File: config.mk
export PLATFORM = sky130hd
export DESIGN_NAME = param_updown_counter
export DESIGN_NICKNAME = d
export VERILOG_FILES = /design/src/rtl/param_updown_counter.sv
export SDC_FILE = /design/constraint.sdc
export NUM_CORES = 1
export LEC_CHECK = 0
export CAP_MARGIN = 20
export CORE_MARGIN = 5
export CORE_UTILIZATION = 45
export DETAILED_ROUTE_END_ITERATION = 10
export GPL_ROUTABILITY_DRIVEN = 0
export GPL_TIMING_DRIVEN = 1
export PLACE_DENSITY_LB_ADDON = 0.08
export SETUP_SLACK_MARGIN = 0.5
export SLEW_MARGIN = 25
export SYNTH_ARGS = -nofsm -noshare
export SYNTH_HDL_FRONTEND = slang
export SYNTH_SLANG_ARGS = --single-unit
File: constraint.sdc
create_clock -name clock -period 3.9 [get_ports clock]
set_input_delay 0.78 -clock clock [delete_from_list [all_inputs] [get_ports clock]]
set_output_delay 0.78 -clock clock [all_outputs]
set_load 0.005 [all_outputs]
File: src/rtl/param_updown_counter.sv
// -----------------------------------------------------------------------------
// param_updown_counter
//
// General-purpose up/down event/timer counter. The count runs over 0..MAX and
// at the boundary it either wraps or saturates. An enable prescaler turns every
// PRESCALE enabled cycles into one count step. tc is a registered one-cycle
// pulse that follows each boundary step. boundary_seen is a sticky record that
// a boundary step has happened since the last reset or clear.
//
// Parameters
//   WIDTH     counter width in bits (>= 2)
//   MAX       terminal value, 1 <= MAX <= 2**WIDTH-1
//   SATURATE  0 = wrap at the boundary, 1 = hold at the boundary
//   PRESCALE  enabled cycles per count step (>= 1)
//
// Ports
//   clock          in   sole clock, rising edge
//   reset_n        in   asynchronous active-low reset
//   clear          in   synchronous clear (highest priority)
//   load           in   synchronous load of load_value, clamped to MAX
//   load_value     in   [WIDTH-1:0] value to load
//   enable         in   count enable, qualified through the prescaler
//   up             in   1 = increment, 0 = decrement
//   count          out  [WIDTH-1:0] registered count
//   tc             out  registered pulse in the cycle after a boundary step
//   boundary_seen  out  sticky boundary flag
// -----------------------------------------------------------------------------
module param_updown_counter #(
  parameter int WIDTH    = 8,
  parameter int MAX      = 2**WIDTH - 1,
  parameter bit SATURATE = 1'b0,
  parameter int PRESCALE = 1
) (
  input  logic             clock,
  input  logic             reset_n,
  input  logic             clear,
  input  logic             load,
  input  logic [WIDTH-1:0] load_value,
  input  logic             enable,
  input  logic             up,
  output logic [WIDTH-1:0] count,
  output logic             tc,
  output logic             boundary_seen
);

  // A 1-bit prescale register is kept even for PRESCALE=1; it simply stays 0.
  localparam int                PC_W    = (PRESCALE > 1) ? $clog2(PRESCALE) : 1;
  localparam logic [WIDTH-1:0]  MAX_V   = WIDTH'(MAX);
  localparam logic [PC_W-1:0]   PC_LAST = PC_W'(PRESCALE - 1);
  localparam bit                FULL_RANGE = (MAX == (2**WIDTH - 1));

  logic [PC_W-1:0]  pc;
  logic [PC_W-1:0]  pc_next;
  logic [WIDTH-1:0] count_next;
  logic             tc_next;
  logic             seen_next;
  logic             step;
  logic             at_boundary;
  logic [WIDTH-1:0] load_clamped;

  // When MAX covers the full WIDTH range no load value can exceed it, so the
  // clamp is dropped rather than left as an always-false compare.
  generate
    if (FULL_RANGE) begin : g_no_clamp
      assign load_clamped = load_value;
    end else begin : g_clamp
      assign load_clamped = (load_value > MAX_V) ? MAX_V : load_value;
    end
  endgenerate

  // A step is at the boundary when it would leave the 0..MAX range.
  assign at_boundary = up ? (count == MAX_V) : (count == '0);

  always_comb begin
    // NOTE: every variable gets a default before any branch so no path leaves
    // it unassigned; a missing default here would infer a latch.
    pc_next    = pc;
    count_next = count;
    tc_next    = 1'b0;
    seen_next  = boundary_seen;
    step       = 1'b0;

    // Priority: clear > load > prescaled step.
    if (clear) begin
      pc_next    = '0;
      count_next = '0;
      seen_next  = 1'b0;
    end else if (load) begin
      pc_next    = '0;
      count_next = load_clamped;
    end else if (enable) begin
      if (pc == PC_LAST) begin
        pc_next = '0;
        step    = 1'b1;
      end else begin
        pc_next = pc + 1'b1;
      end
    end

    if (step) begin
      if (at_boundary) begin
        tc_next   = 1'b1;
        seen_next = 1'b1;
        if (up) count_next = SATURATE ? MAX_V : '0;
        else    count_next = SATURATE ? '0    : MAX_V;
      end else begin
        count_next = up ? count + 1'b1 : count - 1'b1;
      end
    end
  end

  always_ff @(posedge clock or negedge reset_n) begin
    if (!reset_n) begin
      pc            <= '0;
      count         <= '0;
      tc            <= 1'b0;
      boundary_seen <= 1'b0;
    end else begin
      // NOTE: state registers use non-blocking assignments so every register
      // samples the pre-edge values computed above, independent of order.
      pc            <= pc_next;
      count         <= count_next;
      tc            <= tc_next;
      boundary_seen <= seen_next;
    end
  end

endmodule

==> summary.md, run 1 <==
| Metric | Value |
|---|---|
| RSZ-0062 raised after global routing | `false` |
| Worst hold path class | `flip-flop to flip-flop` |
| Initial antenna violation count | `0` |
| DR iter-0 viols | `12` |
| Cell variety after synth | `28` |
| CTS tree | `built` |
| Synth Area per Inst | `about 8.4 um^2` |
| Critical path type | `input pin to flip-flop` |
| Antenna cell count | `0` |
| Initial DRT Pass Iterations | `4` |
| Relative slew margins | `70.7%` |
| Die Width | `roughly 52 um` |
| Boundary pin count | `24` |
| Seq/Total Area, Yosys | `a little under a third` |
| Drc violations | `0` |
| Commonest non-fill, non-tap cell in the layout | `clkdlybuf4s50_1` |
| Post-CTS Setup Repair Bufs | `0` |
| Setup Viol. Count Final | `0` |
| Clk Tree Root Cell | `clkbuf_4` |
| Largest net degree at the start of global routing | `15` |
| Wire length per cell | `12.5 um` |
| Share of cells above drive strength 1 | `5.04%` |
| Detailed-route wire length | `about 1.8 mm` |
| Vias | `760` |
| Port Buf Inserts | `23` |
| R2R Path End | `count[6]$_DFFE_PN0P_` |
| Hold Fails Final Rpt | `0` |
| Fmax | `about 0.36 GHz` |
| CTS H-tree depth | `1` |
| Fin crit share | `71.1%` |
| Clock transition at the registers of the reported paths | `roughly 0.070 ns` |
| Worst r2r src | `count[0]$_DFFE_PN0P_` |
| Final Max Slew Viols | `0` |
| Worst Setup End Kind | `flip-flop` |
| Mapped cell area | `800 um^2` |
| Crit path arrival time | `between 2 and 3 ns` |
| Worst Tran Pin Value | `0.438 ns` |
| Cell Pwr Density | `308 mW/mm^2` |
| Overall global routing resource usage | `14.8%` |
| Area growth from synthesis to layout | `34.9%` |
| Final HPWL DP | `between 1 and 1.5 mm` |
| Minimum clock period | `between 2 and 3 ns` |
| Clock tree sinks | `10` |
| DRT antenna net count | `0` |
| VDD IR max | `0.190 mV` |
| Row count | `15` |
| Clk buf depth | `2` |
| Vias in the first global route | `~740` |
| CP max FO | `7` |
| Hold endpoint | `boundary_seen$_DFF_PN0_` |
| Outcome | `finished, final reports clean` |
| Initial Util | `between 40% and 50%` |
| Hold depth | `2` |
| Worst endpoint required time | `between 4 and 5 ns` |
| Min-delay src | `boundary_seen$_DFF_PN0_` |
| Max_cap viols | `0` |
| Die Y | `~52 um` |
| Clock latency at the later pin of the worst-skew pair | `around 0.26 ns` |
| Vias per inst | `between 5 and 6` |
| Cell count after synthesis | `between 90 and 100` |
| Total gr overflow | `0` |
| Sum of negative setup slack | `0 ns` |
| Final Cell Area | `about 0.0011 mm^2` |
| Worst-case reg-to-reg path depth | `6` |
| Worst Skew | `approximately 0.0025 ns` |
| Post-CTS Hold Buffers | `0` |
| First-pass GRT wire length | `slightly above 3 mm` |
| Placed cell areas | `around 0.0010 mm^2` |
| P_leak | `roughly 0.00048 uW` |
| Die ar. | `~0.0027 mm^2` |
| Syn nets | `116` |
| Synth warn | `0` |
| Commonest non-fill, non-tap cells in the layout | `clkdlybuf4s50_1 (23), a21oi_1 (15), nor2_1 (13)` |
| Register-to-register setup slack | `about 1.9 ns` |
| Core area | `approximately 0.0017 mm^2` |
| Yosys reg bits | `10` |
| Final net count | `~140` |
| Critical Path Source Type | `input pin` |
| Post_cts resized | `0` |
| Total CTS buffers | `3` |
-- where the power goes --
part | leakage (uW) | internal (uW) | switching [uW]
clock network | 0.0000210 | 56.5 | 36.8
logic | 0.000329 | 61.5 | 51.9
registers | 0.000131 | 112 | 13.2
-- worst max-delay path: stages --
cell and delay, ns:
clkdlybuf4s50_1 0.53, inv_1 0.17, fa_1 0.49, a21o_1 0.23, a221oi_2 0.26, xnor2_1 0.17, a21oi_1 0.10, o31ai_1 0.21
-- per-layer routing --
| layer | GRT usage (%) | routed length [um] | up-vias |
|---|---|---|---|
| met5 | 0 | 0 | - |
| met4 | 3.83 | 14 | 0 |
| li1 | - | - | 399 |
| met1 | 19.0 | 877 | 345 |
| met3 | 2.01 | 63 | 2 |
| met2 | 25.7 | 845 | 14 |
-- cell families after synthesis --
kind of cell             Yosys count  synth area share [%]
multiplexers                       1                  1.25
XOR/XNOR                           7                  7.67
AO/OA/AOI/OAI                     29                  23.9
adder cells (fa/ha/maj)            7                  11.9
buffers and inverters              4                  2.82
AND/OR/NAND/NOR                   37                  21.1
flip-flops                        10                  31.3
-- stage by stage --
stage                     cells  power, uW  hold slack (ns)  utilization, %  worst slack (ns)
after floorplan              95        192            0.484               -              1.61
after global placement      140        240            0.489            61.0             0.893
after detailed placement    140        240            0.493            61.0             0.868
after CTS                   144        334            0.519            63.2              1.13
after global routing        144        350            0.565            63.2             0.955
final                       144        332            0.515            63.2              1.13
-- final cells by class --
cell class | count | area (um^2)
clock buffer | 4 | 36.3
multi-input combinational | 81 | 527
sequential | 10 | 250
inverter | 1 | 3.75
tap | 25 | 31.3
fill | 138 | 629
timing repair buffer | 23 | 230
-- worst max path at each step --
| stage | startpoint | end | slack, ns |
|---|---|---|---|
| 6_report | up | count[6]$_DFFE_PN0P_ | 1.13 |
| 5_1_grt | up | count[6]$_DFFE_PN0P_ | 0.95 |
| 4_1_cts | up | count[6]$_DFFE_PN0P_ | 1.13 |
| 3_5_place_dp | up | count[6]$_DFFE_PN0P_ | 0.87 |
| 3_3_place_gp | up | count[6]$_DFFE_PN0P_ | 0.89 |
| 2_1_floorplan | up | count[7]$_DFFE_PN0P_ | 1.61 |
-- synthesized netlist by cell type --
| cell type | n | area (um^2) |
|---|---|---|
| mux2i_1 | 1 | 10.0 |
| a22oi_1 | 1 | 7.51 |
| a21o_1 | 4 | 30.0 |
| nand2_1 | 9 | 33.8 |
| nor2_1 | 13 | 48.8 |
| buf_6 | 1 | 11.3 |
| o21ai_0 | 1 | 5.00 |
| clkbuf_1 | 2 | 7.51 |
| dfrtp_1 | 10 | 250 |
| inv_1 | 1 | 3.75 |
| nor4_1 | 1 | 6.26 |
| xnor2_1 | 4 | 35.0 |
| xor2_1 | 3 | 26.3 |
| and3_1 | 1 | 6.26 |
| nand4_1 | 1 | 6.26 |
| and2_1 | 1 | 6.26 |
| or3_1 | 1 | 6.26 |
| fa_1 | 1 | 20.0 |
| nand3_1 | 3 | 15.0 |
| a221oi_2 | 2 | 30.0 |
| a21boi_0 | 3 | 22.5 |
| o31ai_1 | 2 | 15.0 |
| a31oi_1 | 1 | 6.26 |
| nor3_1 | 5 | 25.0 |
| nand2b_1 | 1 | 6.26 |
| ha_1 | 6 | 75.1 |
| and3b_1 | 1 | 8.76 |
| a21oi_1 | 15 | 75.1 |
-- state kept, by name, summed over array words and instances, names as in the netlist --
name,count
tc,1
boundary_seen,1
count,8
Power figures use the tool's default switching activity.
==> run 2: changes to the inputs <==
- clock period: 3.9 -> 2.8 ns (I/O delays scaled with it)
==> run 2 against run 1 <==
Effect of this change: sequential share of layout area shrank 0.73 points; cell count grew 1.4%; combinational power grew 48%; highest routed layer unchanged; die area is the same; critical path type unchanged; largest power group unchanged; first-iteration DRC count shrank 17%.
==> summary.md, run 2 (synthesis results as in run 1) <==
| Metric | Value |
|---|---|
| Outcome | `finished, final reports clean` |
| Min-delay src | `boundary_seen$_DFF_PN0_` |
| First-pass GRT wire length | `3.42 mm (+11%)` |
| Row count | `15 (unchanged)` |
| Largest net degree at the start of global routing | `14 (-1)` |
| Initial antenna violation count | `0 (unchanged)` |
| CP max-delay cell | `fa_2` |
| Worst r2r src | `count[0]$_DFFE_PN0P_` |
| Clk buf depth | `2 (unchanged)` |
| Worst Skew | `0.00347 ns (+0.000961 ns)` |
| Share of cells above drive strength 1 | `9.09% (+4.0 points)` |
| Placed cell areas | `0.00106 mm^2 (+1.4%)` |
| Detailed-route wire length | `2.02 mm (+12%)` |
| Tot Pwr | `471 uW (+42%)` |
| Clock tree sinks | `10 (unchanged)` |
| Combinational group share of total power | `35.4% (+1.2 points)` |
| Fillers | `151 (+9.4%)` |
| Critical path type | `input pin to flip-flop` |
| Wire length per cell | `13.8 um (+10%)` |
| Post-CTS Hold Buffers | `0 (unchanged)` |
| Hold depth | `2 (unchanged)` |
| Register-to-register setup slack | `0.86 ns (-1.04 ns)` |
| Fmax | `roughly 0.50 GHz` |
| Die Width | `52.2 um (unchanged)` |
| P_sw | `146 uW (+43%)` |
| CTS tree | `built` |
| Drc violations | `0 (unchanged)` |
| Vias per inst | `5.66 (+7.2%)` |
| Fin crit share | `a little under three quarters` |
| Seq pwr share | `37.1% (-0.6 points)` |
| Number of flip-flops in the largest register | `8 (unchanged)` |
| Initial Util | `46.8% (unchanged)` |
| Total CTS buffers | `3 (unchanged)` |
| Initial DRT Pass Iterations | `6 (+2)` |
| Crit-path cells | `dlymetal6s2s_1 -> inv_4 -> fa_2 -> a21o_1 -> a221oi_2 -> xnor2_1 -> a21oi_1 -> o31ai_1` |
| Worst endpoint required time | `2.97 ns (-1.09 ns)` |
| Setup Viol. Count Final | `0 (unchanged)` |
| CTS H-tree depth | `1 (unchanged)` |
| Top reg by flops | `count` |
| Port Buf Inserts | `23 (unchanged)` |
| CP peak stage delay | `0.40 ns (-0.13 ns)` |
| Final HPWL DP | `1.59 mm (+8.8%)` |
| VDD IR max | `0.304 mV (+60%)` |
| Die Y | `52.2 um (unchanged)` |
| RSZ-0062 raised after global routing | `false` |
| P_leak | `0.000497 uW (+3.3%)` |
| Boundary pin count | `24 (unchanged)` |
| Vias | `826 (+8.7%)` |
| Minimum clock period | `a little under 2 ns` |
| Worst Tran Pin Value | `0.474 ns (+0.0361 ns)` |
| Switching share of total power | `31.0% (+0.26 points)` |
| Max_cap viols | `0 (unchanged)` |
| Hold WS | `0.524 ns (+0.00895 ns)` |
| Commonest non-fill, non-tap cell in the layout | `clkdlybuf4s50_1` |
| Hold endpoint | `boundary_seen$_DFF_PN0_` |
| CP max FO | `7 (unchanged)` |
| Worst hold path class | `flip-flop to flip-flop` |
| Critical Path Source Type | `input pin` |
| Worst Setup End Kind | `flip-flop` |
| Commonest non-fill, non-tap cells in the layout | `clkdlybuf4s50_1 (22), a21oi_1 (15), nor2_1 (13)` |
| Final Max Slew Viols | `0 (unchanged)` |
| Overall global routing resource usage | `17.0% (+2.2 points)` |
| Die ar. | `0.00272 mm^2 (unchanged)` |
| Clock transition at the registers of the reported paths | `0.07 ns (about the same)` |
| Placed cells | `142 (+1.4%)` |
| DR iter-0 viols | `10 (-2)` |
| Post-CTS Setup Repair Bufs | `0 (unchanged)` |
| Top Registers | `count (8), boundary_seen (1), tc (1)` |
| Sum of negative setup slack | `0 ns (unchanged)` |
| Antenna cell count | `0 (unchanged)` |
| Cell Pwr Density | `423 mW/mm^2 (+38%)` |
| Relative slew margins | `68.3% (-2.4 points)` |
| Crit path arrival time | `2.16 ns (-0.78 ns)` |
| Vias in the first global route | `759 (+2.7%)` |
| Final non-filler cell total | `146 (+1.4%)` |
| R2R Path End | `count[6]$_DFFE_PN0P_` |
| Core area | `0.00171 mm^2 (unchanged)` |
| Clock power frac | `27.5% (-0.6 points)` |
| Clock latency at the later pin of the worst-skew pair | `0.26 ns (about the same)` |
| Hold Fails Final Rpt | `0 (unchanged)` |
| Final net count | `143 (+1.4%)` |
| Internal | `325 uW (+41%)` |
| Worst-case reg-to-reg path depth | `6 (unchanged)` |
| Clk Tree Root Cell | `clkbuf_4` |
| DRT antenna net count | `0 (unchanged)` |
| Final Cell Area | `0.00111 mm^2 (+3.2%)` |
| Area growth from synthesis to layout | `39.3%` |
| Total gr overflow | `0 (unchanged)` |
run 2: worst max path at each step:
stage          startpoint  cells after the start                   end
2_1_floorplan          up                      7  count[7]$_DFFE_PN0P_
3_3_place_gp           up                      8  count[6]$_DFFE_PN0P_
3_5_place_dp           up                      8  count[6]$_DFFE_PN0P_
4_1_cts                up                      8  count[7]$_DFFE_PN0P_
5_1_grt                up                      8  count[6]$_DFFE_PN0P_
6_report               up                      8  count[6]$_DFFE_PN0P_
run 2: power by group through the flow:
stage | logic (uW) | clock network (uW) | registers, uW
after CTS | 165 | 131 | 174
final | 167 | 129 | 175
after floorplan | 94.1 | 0 | 174
after global routing | 185 | 141 | 178
after global placement | 160 | 0 | 177
after detailed placement | 163 | 0 | 177
run 2: layout make-up:
cell class,instances,area (um^2),area share (%)
clock buffer,4,36.3,3.26
inverter,1,6.26,0.562
multi-input combinational,81,542,48.7
sequential,10,250,22.5
tap,25,31.3,2.81
timing repair buffer,25,248,22.2
run 2: repair_timing:
item,CTS,global route
setup endpoints to repair,3,3
pin swaps,0,2
gates resized for setup,2,3
run 2: worst max-delay path: cells and delay by family:
family / cells / cell delay, ns
compound gates: 4 / 0.82
fa+ha+maj: 1 / 0.40
buf+inv: 2 / 0.23
xor+xnor: 1 / 0.15
run 2: metal layers:
metal	up-vias	share of wire, %	global-route usage (%)
li1	396	-	-
met5	-	0	0
met3	4	6.1	2.01
met4	0	1.5	6.38
met1	383	43	22.6
met2	43	49	28.0
run 2: per-stage QoR:
step / util, % / worst slack, ns
after global placement: 61.9 / 0.102
after floorplan: - / 0.731
final: 65.2 / 0.813
after detailed placement: 61.9 / 0.0742
after global routing: 65.2 / 0.693
after CTS: 64.2 / 0.448
